## src/rtl/tt_sweep_ctrl.sv

```systemverilog
// tt_sweep_ctrl: truth-table sweep controller for a 3-input combinational block.
// Steps the block inputs {x3,x2,x1} through rows 0..7. Each row is driven for
// SETTLE cycles and then sampled for one cycle. Every sampled {f,a,b,c} nibble
// is stored in capture and compared against the matching nibble of expect_tbl.
// Optional build macro: TT_SWEEP_STOP_ON_FAIL_EN ends the sweep at the first
// mismatching row; rows after that row are left at 0 in capture.
module tt_sweep_ctrl #(
  parameter int SETTLE = 2
) (
  input  logic        clk,
  input  logic        rst,
  input  logic        start,
  input  logic [31:0] expect_tbl,
  input  logic        dut_f,
  input  logic        dut_a,
  input  logic        dut_b,
  input  logic        dut_c,
  output logic        x3,
  output logic        x2,
  output logic        x1,
  output logic        busy,
  output logic        done,
  output logic        pass,
  output logic [3:0]  fail_cnt,
  output logic [2:0]  first_fail,
  output logic [31:0] capture
);

  typedef enum logic [1:0] {
    IDLE   = 2'd0,
    DRIVE  = 2'd1,
    SAMPLE = 2'd2,
    DONE   = 2'd3
  } state_t;

  localparam logic [3:0] SETTLE_LD = 4'(SETTLE);

  state_t      state;
  state_t      state_nxt;
  logic [2:0]  row;
  logic [3:0]  settle_cnt;
  logic [4:0]  nib_base;
  logic [3:0]  sample_nib;
  logic [3:0]  expect_nib;
  logic        mismatch;
  logic        end_sweep;

  assign nib_base   = {row, 2'b00};
  assign sample_nib = {dut_f, dut_a, dut_b, dut_c};
  assign expect_nib = expect_tbl[nib_base +: 4];
  assign mismatch   = (state == SAMPLE) && (sample_nib != expect_nib);
  assign {x3, x2, x1} = row;

`ifdef TT_SWEEP_STOP_ON_FAIL_EN
  assign end_sweep = (row == 3'd7) || mismatch;
`else
  assign end_sweep = (row == 3'd7);
`endif

  // State register; reset returns to IDLE and takes priority over start.
  always_ff @(posedge clk) begin
    if (rst) state <= IDLE;
    else     state <= state_nxt;
  end

  // Next-state selection and the status outputs decoded from the current state.
  always_comb begin
    state_nxt = state;
    busy      = 1'b0;
    done      = 1'b0;
    case (state)
      IDLE: begin
        if (start) state_nxt = DRIVE;
      end
      DRIVE: begin
        busy = 1'b1;
        if (settle_cnt <= 4'd1) state_nxt = SAMPLE;
      end
      SAMPLE: begin
        busy = 1'b1;
        if (end_sweep) state_nxt = DONE;
        else           state_nxt = DRIVE;
      end
      DONE: begin
        done      = 1'b1;
        state_nxt = IDLE;
      end
      default: state_nxt = IDLE;
    endcase
  end

  // Row index, settle counter and the result registers.
  always_ff @(posedge clk) begin
    if (rst) begin
      row        <= 3'd0;
      settle_cnt <= 4'd0;
      pass       <= 1'b0;
      fail_cnt   <= 4'd0;
      first_fail <= 3'd0;
      capture    <= 32'd0;
    end else begin
      case (state)
        IDLE: begin
          if (start) begin
            row        <= 3'd0;
            settle_cnt <= SETTLE_LD;
            pass       <= 1'b0;
            fail_cnt   <= 4'd0;
            first_fail <= 3'd0;
            capture    <= 32'd0;
          end
        end
        DRIVE: begin
          if (settle_cnt != 4'd0) settle_cnt <= settle_cnt - 4'd1;
        end
        SAMPLE: begin
          capture[nib_base +: 4] <= sample_nib;
          if (mismatch) begin
            fail_cnt <= fail_cnt + 4'd1;
            if (fail_cnt == 4'd0) first_fail <= row;
          end
          if (!end_sweep) begin
            row        <= row + 3'd1;
            settle_cnt <= SETTLE_LD;
          end
        end
        DONE: begin
          pass <= (fail_cnt == 4'd0);
          row  <= 3'd0;
        end
        default: ;
      endcase
    end
  end

endmodule

```

## config.mk

```make
export PLATFORM = sky130hd
export DESIGN_NAME = tt_sweep_ctrl
export DESIGN_NICKNAME = d
export VERILOG_FILES = /design/src/rtl/tt_sweep_ctrl.sv
export SDC_FILE = /design/constraint.sdc
export NUM_CORES = 1
export LEC_CHECK = 0
export CORE_MARGIN = 2
export CORE_UTILIZATION = 42
export DETAILED_ROUTE_END_ITERATION = 8
export PLACE_DENSITY = 0.83
export SYNTH_ARGS = -nofsm -noshare
export SYNTH_HDL_FRONTEND = slang
export SYNTH_SLANG_ARGS = --single-unit
export TNS_END_PERCENT = 100
```

## constraint.sdc

```tcl
create_clock -name clk -period 2.7 [get_ports clk]
set_clock_uncertainty 0.15 [all_clocks]
set_input_delay 0.54 -clock clk [delete_from_list [all_inputs] [get_ports clk]]
set_output_delay 0.54 -clock clk [all_outputs]
set_load 0.005 [all_outputs]
```

==> metrics.md, run 1 <==
| Metric | Value |
|---|---|
| Run status | complete, no violations |
| Cell types with the highest counts after synthesis | sky130_fd_sc_hd__nor2_1, sky130_fd_sc_hd__dfxtp_1, sky130_fd_sc_hd__a22oi_1 |
| Met1 Wirelength | between 2 and 3 mm |
| Number of cell instances on the worst register-to-register path | 9 |
| Fraction of final layout cells with drive strength greater than 1 | 6.88% |
| Category of the critical setup timing path | reg2reg |
| Residual antenna-violating net count after detailed routing | 0 |
| WL/cell | 15.2 µm |
| Pin count of the biggest net entering global routing | 46 |
| Net Count, Synth | 347 |
| Primary FF master, synth | sky130_fd_sc_hd__dfxtp_1 |
| H-tree level count | 2 |
| Grt ovf | 0 |
| Max VDD drop | 422 µV |
| Critical path startpoint category | register |
| Time the final worst path needs with I/O delays and setup | 2.41 ns |
| Cell area after technology mapping | 2560 µm² |
| Inserted Clock Buffers | 5 |
| CP Data Required Time | 2.80 ns |
| Portion of the post-synthesis area used by sequential elements | 38.3% |
| Share of flip-flops with an asynchronous set or reset after synthesis | 0% |
| Sum of met3 wire segment lengths after detailed routing | 472 µm |
| Starting utilization of the core area | 43.2% |
| Floorplan die width | 82.1 µm |
| Final hold violations | 0 |
| Most area-hungry cell type in the Yosys netlist | sky130_fd_sc_hd__dfxtp_1 |
| Number of distinct standard cells referenced by the synthesized netlist | 42 |
| End point of the most critical hold path | pass |
| Launch instance of the worst register-to-register path | state[0] |
| Number of buffers on the longest clock path | 2 |
| Total wirelength of the detailed-routed design | 6.88 mm |
| Worst Hold Slack | between 0.3 and 0.4 ns |
| Synthesis-to-layout area growth | 40.3% |
| Number of buffers inserted by hold repair at cts | 0 |
| Number of I/O pins | 84 |
| Number of buffers inserted to repair setup after CTS | 0 |
| # diodes | 0 |
| Count of standard-cell rows | 28 |
| Root Driver | sky130_fd_sc_hd__clkbuf_8 |
| P per Cell Area | ~490 nW/µm² |
| Slew Viols, Final | 0 |
| Most repeated cell in the gate-level netlist after synthesis | sky130_fd_sc_hd__nor2_1 |
| Area of the placeable core | 5920 µm² |
| Highest metal used | met4 |
| Via count of the first global-routing pass | around 2500 |
| Global-route wire length before repair | approximately 11 mm |
| Period utilization | 89.3% |
| Post-Syn Instances | 295 |
| Final Total Pwr | approximately 1.8 mW |
| # clock sinks | 49 |
| Post-Synthesis Mean Instance Area | 8.68 µm² |
| Final total negative setup slack | 0 ns |
| Starting DRT DRC Count | 187 |
| Met2 wire length | 3.41 mm |
| Post-synthesis sequential element count | 49 |
| Fill cell instance count of the final layout | roughly 530 |
| CTS tree | yes |
| Clock transition at the registers of the reported paths | 0.09 ns |
| Leakage | 1.28 nW |
| DPL Wire Length | ~5.2 mm |
| Slew Limit Headroom | 56.6% |
| Total number of yosys warnings | 0 |
| Drt pass-1 iters | 4 |
| Placer Congestion | 0.917 |
| Hold path depth | 2 |
| Die Y-Extent | 82.1 µm |
| Class of the worst hold path | reg2reg |
| Largest cells by area after synthesis | sky130_fd_sc_hd__dfxtp_1, sky130_fd_sc_hd__a22oi_1, sky130_fd_sc_hd__nor2_1, sky130_fd_sc_hd__mux2i_1, sky130_fd_sc_hd__ha_1 |
| Reg2Reg Setup Slack | 0.29 ns |
| Count of input and output buffers | 83 |
| Number of setup violations in the final report | 0 |
| Kind of capture point of the worst setup path | register |
| Transition time of the tightest slew-check pin | 0.650 ns |
| Via density per instance | roughly 5.5 |
| Largest fanout of any net on the critical path | 13 |
| Total routing resource utilization after global routing | 21.7% |
| Worst hold start | pass |
| Maximum Capacitance Violations | 0 |
| Number of flops mapped to enable cells by yosys | 0 |
| Via count | 2512 |
| Number of gates resized after CTS | 0 |
| RR Endpoint | capture[29] |
| Proportion of netlist area held by the largest area contributor | 38.3% |
| DRC violation count after routing | 0 |
| Net count of the finished layout | between 400 and 500 |
| Die area | slightly below 7000 µm² |
| Initial antenna violation count | 0 |
| Arr. time, crit path | ~2.5 ns |
| Max Clk Rate | 415 MHz |
| Setup repair after global routing missed its margin | false |
| Clock insertion delay at the later pin of the skew report | 0.31 ns |
final cells by class:
cell class	count	area (µm²)	area share, %
Multi-Input combinational cell	216	1450	40.3
Sequential cell	49	981	27.3
Timing Repair Buffer	93	906	25.2
Tap cell	75	93.8	2.61
Clock buffer	7	86.3	2.40
Inverter	12	45.0	1.25
Clock inverter	1	30.0	0.836
per-layer routing:
layer	up-vias	track usage, %
met5	-	0
met4	0	5.50
met3	10	5.05
met2	78	38.5
met1	1205	26.2
li1	1219	-
state kept, by name, summed over array words and instances (netlist names):
signal and cells:
fail_cnt 4, pass 1, capture 32, settle_cnt 4
first_fail 3, state 2, row 3
worst max path at each step:
stage / start / to / slack, ns
after floorplan: row[0] / capture[10] / 0.15
after global placement: expect_tbl[5] / fail_cnt[0] / 0.11
after detailed placement: expect_tbl[5] / fail_cnt[1] / 0.06
after CTS: state[0] / capture[31] / 0.29
after global routing: state[0] / capture[29] / 0.06
final: state[0] / capture[29] / 0.29
cells by family after synthesis:
kind of cell,Yosys count,synth area share (%)
xor+xnor,5,1.71
mux,22,10.1
compound gates,69,19.7
buf+inv,30,5.08
simple gates,107,18.7
flops,49,38.3
fa+ha+maj,13,6.35
critical path, cell delays in order, from the launching register on:
cell and delay (ns):
sky130_fd_sc_hd__dfxtp_1 0.35, sky130_fd_sc_hd__inv_1 0.12, sky130_fd_sc_hd__ha_1 0.42, sky130_fd_sc_hd__inv_1 0.26, sky130_fd_sc_hd__o21ai_0 0.28, sky130_fd_sc_hd__buf_4 0.20
sky130_fd_sc_hd__nand2_1 0.07, sky130_fd_sc_hd__nor2_1 0.26, sky130_fd_sc_hd__a22oi_1 0.14, sky130_fd_sc_hd__nor2_1 0.10
cells in the final DEF (no fill, tap or decap), types with 2 or more instances in the layout:
cell | synthesis | layout
sky130_fd_sc_hd__nor2b_1 | 3 | 3
sky130_fd_sc_hd__a21o_1 | 2 | 2
sky130_fd_sc_hd__o21a_1 | 2 | 2
sky130_fd_sc_hd__o2bb2ai_1 | 2 | 2
sky130_fd_sc_hd__nand2_1 | 19 | 19
sky130_fd_sc_hd__nand2b_1 | 3 | 3
sky130_fd_sc_hd__o31ai_1 | 3 | 3
sky130_fd_sc_hd__and2_1 | 3 | 3
sky130_fd_sc_hd__nand3_2 | 2 | 2
sky130_fd_sc_hd__dfxtp_1 | 49 | 49
sky130_fd_sc_hd__nand4_1 | 2 | 2
sky130_fd_sc_hd__mux4_2 | 3 | 3
sky130_fd_sc_hd__a311oi_1 | 2 | 2
sky130_fd_sc_hd__a32o_1 | 3 | 3
sky130_fd_sc_hd__and3_1 | 2 | 2
sky130_fd_sc_hd__nand3_1 | 10 | 10
sky130_fd_sc_hd__xor2_1 | 5 | 5
sky130_fd_sc_hd__o21ai_0 | 10 | 10
sky130_fd_sc_hd__clkdlybuf4s50_1 | 0 | 83
sky130_fd_sc_hd__ha_1 | 13 | 13
sky130_fd_sc_hd__buf_4 | 1 | 10
sky130_fd_sc_hd__a22oi_1 | 33 | 33
sky130_fd_sc_hd__nor2_1 | 55 | 55
sky130_fd_sc_hd__inv_1 | 11 | 11
sky130_fd_sc_hd__clkbuf_8 | 0 | 6
sky130_fd_sc_hd__mux2i_1 | 18 | 18
sky130_fd_sc_hd__nor3_1 | 4 | 4
sky130_fd_sc_hd__a21oi_1 | 6 | 6
where the power goes:
part           leakage (nW)  switching, mW  internal, mW  total [mW]
Clock                0.0585          0.244         0.302       0.546
Combinational         0.829          0.253         0.194       0.447
Sequential            0.396         0.0176         0.743       0.760
Total                  1.28          0.515          1.24        1.75
through the flow:
stage               instances  instance area, µm²  setup WS [ns]  utilization [%]
global route              453                3590         0.0636             60.7
floorplan                 295                2560          0.154                -
finish                    453                3590          0.289             60.7
global placement          445                3470          0.115             58.7
CTS                       453                3590          0.293             60.7
detailed placement        445                3470         0.0643             58.7
No activity file was read; power rests on OpenSTA's default activity.
==> run 2: changes to the inputs <==
--- a/config.mk
+++ b/config.mk
@@ -5,10 +5,12 @@
 export SDC_FILE = /design/constraint.sdc
 export NUM_CORES = 1
 export LEC_CHECK = 0
+export ABC_AREA = 1
 export CORE_MARGIN = 2
-export CORE_UTILIZATION = 42
+export CORE_UTILIZATION = 48
 export DETAILED_ROUTE_END_ITERATION = 8
-export PLACE_DENSITY = 0.83
+export GPL_TIMING_DRIVEN = 0
+export PLACE_DENSITY = 0.88
 export SYNTH_ARGS = -nofsm -noshare
 export SYNTH_HDL_FRONTEND = slang
 export SYNTH_SLANG_ARGS = --single-unit
==> constraint.sdc (replaced) <==
create_clock -name clk -period 2.9 [get_ports clk]
set_clock_uncertainty 0.15 [all_clocks]
set_input_delay 0.58 -clock clk [delete_from_list [all_inputs] [get_ports clk]]
set_output_delay 0.58 -clock clk [all_outputs]
set_load 0.005 [all_outputs]
==> metrics.md, run 2 <==
| Metric | Value |
|---|---|
| Run status | complete, no violations (unchanged) |
| Total number of yosys warnings | 0 (unchanged) |
| Die Y-Extent | 78.9 µm (was 82.1 µm) |
| Post-route standard cell area excluding fillers | 3730 µm² (was 3590 µm²) |
| Number of flops mapped to enable cells by yosys | 0 (unchanged) |
| Cell area after technology mapping | 2690 µm² (was 2560 µm²) |
| Placed cell area | 3600 µm² (was 3470 µm²) |
| Count of input and output buffers | 82 (was 83) |
| Starting DRT DRC Count | 114 (was 187) |
| Number of I/O pins | 84 (unchanged) |
| Initial antenna violation count | 0 (unchanged) |
| Cell types with the highest counts after synthesis | sky130_fd_sc_hd__nand2_1, sky130_fd_sc_hd__a21oi_1, sky130_fd_sc_hd__dfxtp_1 (was sky130_fd_sc_hd__nor2_1, sky130_fd_sc_hd__dfxtp_1, sky130_fd_sc_hd__a22oi_1) |
| Starting utilization of the core area | 49.2% (was 43.2%) |
| Leakage | 1.58 nW (was 1.28 nW) |
| Setup repair after global routing missed its margin | false (unchanged) |
| Number of buffers on the longest clock path | 2 (unchanged) |
| Root Driver | sky130_fd_sc_hd__clkbuf_8 (unchanged) |
| Number of gates resized after CTS | 0 (unchanged) |
| Via count of the first global-routing pass | 2806 (was 2455) |
| Number of buffers inserted by hold repair at cts | 0 (unchanged) |
| Residual antenna-violating net count after detailed routing | 0 (unchanged) |
| Drt pass-1 iters | 4 (unchanged) |
| Critical path startpoint category | register (unchanged) |
| Largest fanout of any net on the critical path | 10 (was 13) |
| Final hold violations | 0 (unchanged) |
| Net Count, Synth | 460 (was 347) |
| # diodes | 0 (unchanged) |
| WL/cell | 13.4 µm (was 15.2 µm) |
| Number of distinct standard cells referenced by the synthesized netlist | 26 (was 42) |
| Total routing resource utilization after global routing | 24.8% (was 21.7%) |
| Maximum Capacitance Violations | 0 (unchanged) |
| Largest cells by area after synthesis | sky130_fd_sc_hd__dfxtp_1, sky130_fd_sc_hd__nand2_1, sky130_fd_sc_hd__a21oi_1, sky130_fd_sc_hd__inv_1, sky130_fd_sc_hd__ha_1 (was sky130_fd_sc_hd__dfxtp_1, sky130_fd_sc_hd__a22oi_1, sky130_fd_sc_hd__nor2_1, sky130_fd_sc_hd__mux2i_1, sky130_fd_sc_hd__ha_1) |
| Area of the placeable core | 5470 µm² (was 5920 µm²) |
| Slew Limit Headroom | 52.8% (was 56.6%) |
| Floorplan die width | 78.9 µm (was 82.1 µm) |
| Time the final worst path needs with I/O delays and setup | 2.56 ns (was 2.41 ns) |
| Most repeated cell in the gate-level netlist after synthesis | sky130_fd_sc_hd__nand2_1 (was sky130_fd_sc_hd__nor2_1) |
| Largest register FFs | 32 (unchanged) |
| Via density per instance | 5.12 (was 5.55) |
| H-tree level count | 2 (unchanged) |
| P per Cell Area | 572 nW/µm² (was 489 nW/µm²) |
| Portion of the post-synthesis area used by sequential elements | 36.5% (was 38.3%) |
| Number of buffers inserted to repair setup after CTS | 0 (unchanged) |
| Top library cells by usage in the layout, fill and taps aside | sky130_fd_sc_hd__nand2_1, sky130_fd_sc_hd__clkdlybuf4s50_1, sky130_fd_sc_hd__a21oi_1, sky130_fd_sc_hd__dfxtp_1, sky130_fd_sc_hd__inv_1 (was sky130_fd_sc_hd__clkdlybuf4s50_1, sky130_fd_sc_hd__nor2_1, sky130_fd_sc_hd__dfxtp_1, sky130_fd_sc_hd__a22oi_1, sky130_fd_sc_hd__nand2_1) |
| Inserted Clock Buffers | 5 (unchanged) |
| Kind of capture point of the worst setup path | register (unchanged) |
| Primary FF master, synth | sky130_fd_sc_hd__dfxtp_1 (unchanged) |
| Placer Congestion | 0.888 (was 0.917) |
| Global-route wire length before repair | 12.5 mm (was 11.3 mm) |
| Slew Viols, Final | 0 (unchanged) |
| Category of the critical setup timing path | reg2reg (unchanged) |
| Post-Synthesis Mean Instance Area | 6.59 µm² (was 8.68 µm²) |
| Grt ovf | 0 (unchanged) |
| CP Data Required Time | 2.92 ns (was 2.80 ns) |
| Share of flip-flops with an asynchronous set or reset after synthesis | 0% (unchanged) |
| Post-Syn Instances | 408 (was 295) |
| Post-synthesis sequential element count | 49 (unchanged) |
| Largest register by flop count | capture (unchanged) |
| Period utilization | 88.3% (was 89.3%) |
| DRC violation count after routing | 0 (unchanged) |
| # clock sinks | 49 (unchanged) |
| Net count of the finished layout | 549 (was 429) |
| Most area-hungry cell type in the Yosys netlist | sky130_fd_sc_hd__dfxtp_1 (unchanged) |
| Synthesis-to-layout area growth | 38.8% (was 40.3%) |
| Proportion of netlist area held by the largest area contributor | 36.5% (was 38.3%) |
| Max Clk Rate | 391 MHz (was 415 MHz) |
| Class of the worst hold path | reg2reg (unchanged) |
| Final total negative setup slack | 0 ns (unchanged) |
| Arr. time, crit path | 2.58 ns (was 2.51 ns) |
| Transition time of the tightest slew-check pin | 0.706 ns (was 0.650 ns) |
| Fraction of final layout cells with drive strength greater than 1 | 4.82% (was 6.88%) |
| Clock insertion delay at the later pin of the skew report | 0.30 ns (was 0.31 ns) |
| Largest regs | capture (32), fail_cnt (4), settle_cnt (4) (unchanged) |
| Max VDD drop | 339 µV (was 422 µV) |
| Number of setup violations in the final report | 0 (unchanged) |
| Die area | 6220 µm² (was 6740 µm²) |
| Most common cell after layout, fill and taps aside | sky130_fd_sc_hd__nand2_1 (was sky130_fd_sc_hd__clkdlybuf4s50_1) |
| CTS tree | yes (unchanged) |
| Pin count of the biggest net entering global routing | 16 (was 46) |
| DPL Wire Length | 5.70 mm (was 5.19 mm) |
| Clock transition at the registers of the reported paths | 0.09 ns (about the same) |
| Count of standard-cell rows | 27 (was 28) |
| Total wirelength of the detailed-routed design | 7.63 mm (was 6.88 mm) |
| Via count | 2918 (was 2512) |
==> run 2: changes by cell type after synthesis, sizes merged, moves of 18 or more <==
| cell | previous run | this run |
|---|---|---|
| a21oi | 6 | 50 |
| nand2 | 19 | 127 |
| a22oi | 33 | 0 |
| inv | 11 | 50 |
| mux2i | 18 | 0 |
==> run 2: per-layer routing <==
metal	global-route usage, %	share of wire, %
met3	6.25	7.6
met5	0	0
met4	9.14	2.2
met2	42.3	47
met1	30.2	43
==> run 2: area by class of cell <==
| class | count | area (µm²) |
|---|---|---|
| sequential | 49 | 981 |
| multi-input combinational | 295 | 1440 |
| tap | 72 | 90.1 |
| timing repair buffer | 82 | 821 |
| buffer | 14 | 86.3 |
| clock inverter | 3 | 65.1 |
| clock buffer | 5 | 68.8 |
| fill | 484 | 1740 |
| inverter | 50 | 188 |
==> run 2: critical path: stages (launching register included) <==
cell and delay (ns):
sky130_fd_sc_hd__dfxtp_1 0.38, sky130_fd_sc_hd__buf_6 0.15, sky130_fd_sc_hd__inv_2 0.05, sky130_fd_sc_hd__buf_6 0.14, sky130_fd_sc_hd__ha_1 0.21, sky130_fd_sc_hd__ha_1 0.35, sky130_fd_sc_hd__nor4_2 0.54, sky130_fd_sc_hd__o21ai_0 0.29
sky130_fd_sc_hd__nand2_1 0.11, sky130_fd_sc_hd__a21oi_1 0.06
==> run 2: cell families (layout without fill, tap and decap cells) <==
family / after synthesis / after routing / share of synthesized area [%]
buffers and inverters: 64 / 154 / 10.2
XOR/XNOR: 1 / 1 / 0.326
AO/OA/AOI/OAI: 75 / 75 / 14.5
adder cells (fa/ha/maj): 13 / 13 / 6.05
flip-flops: 49 / 49 / 36.5
AND/OR/NAND/NOR: 206 / 206 / 32.5
==> run 2: report_power, final <==
part           switching (mW)  leakage [nW]  total (mW)  internal [mW]
Combinational           0.476          1.11       0.798          0.322
Sequential             0.0467         0.398       0.770          0.723
Clock                   0.227        0.0681       0.569          0.342
Total                   0.750          1.58        2.14           1.39
==> run 2: through the flow <==
step	cells	utilization [%]	setup WS [ns]	total power [mW]	hold WS, ns
6_report	570	68.2	0.339	2.14	0.315
5_1_grt	570	68.2	0.203	2.28	0.335
4_1_cts	570	68.2	0.376	2.14	0.318
3_5_place_dp	562	65.8	0.385	1.57	0.306
3_3_place_gp	562	65.8	0.406	1.54	0.297
2_1_floorplan	408	-	0.705	1.30	0.306
==> run 2: path summary, 6_finish.rpt <==
path	cells after the start	start	endpoint	slack, ns
worst max register to register	9	row[1]	capture[1]	0.34
worst max-delay path	9	row[1]	capture[1]	0.34
worst min-delay path	2	capture[29]	capture[29]	0.31
worst min register to register	2	capture[29]	capture[29]	0.31
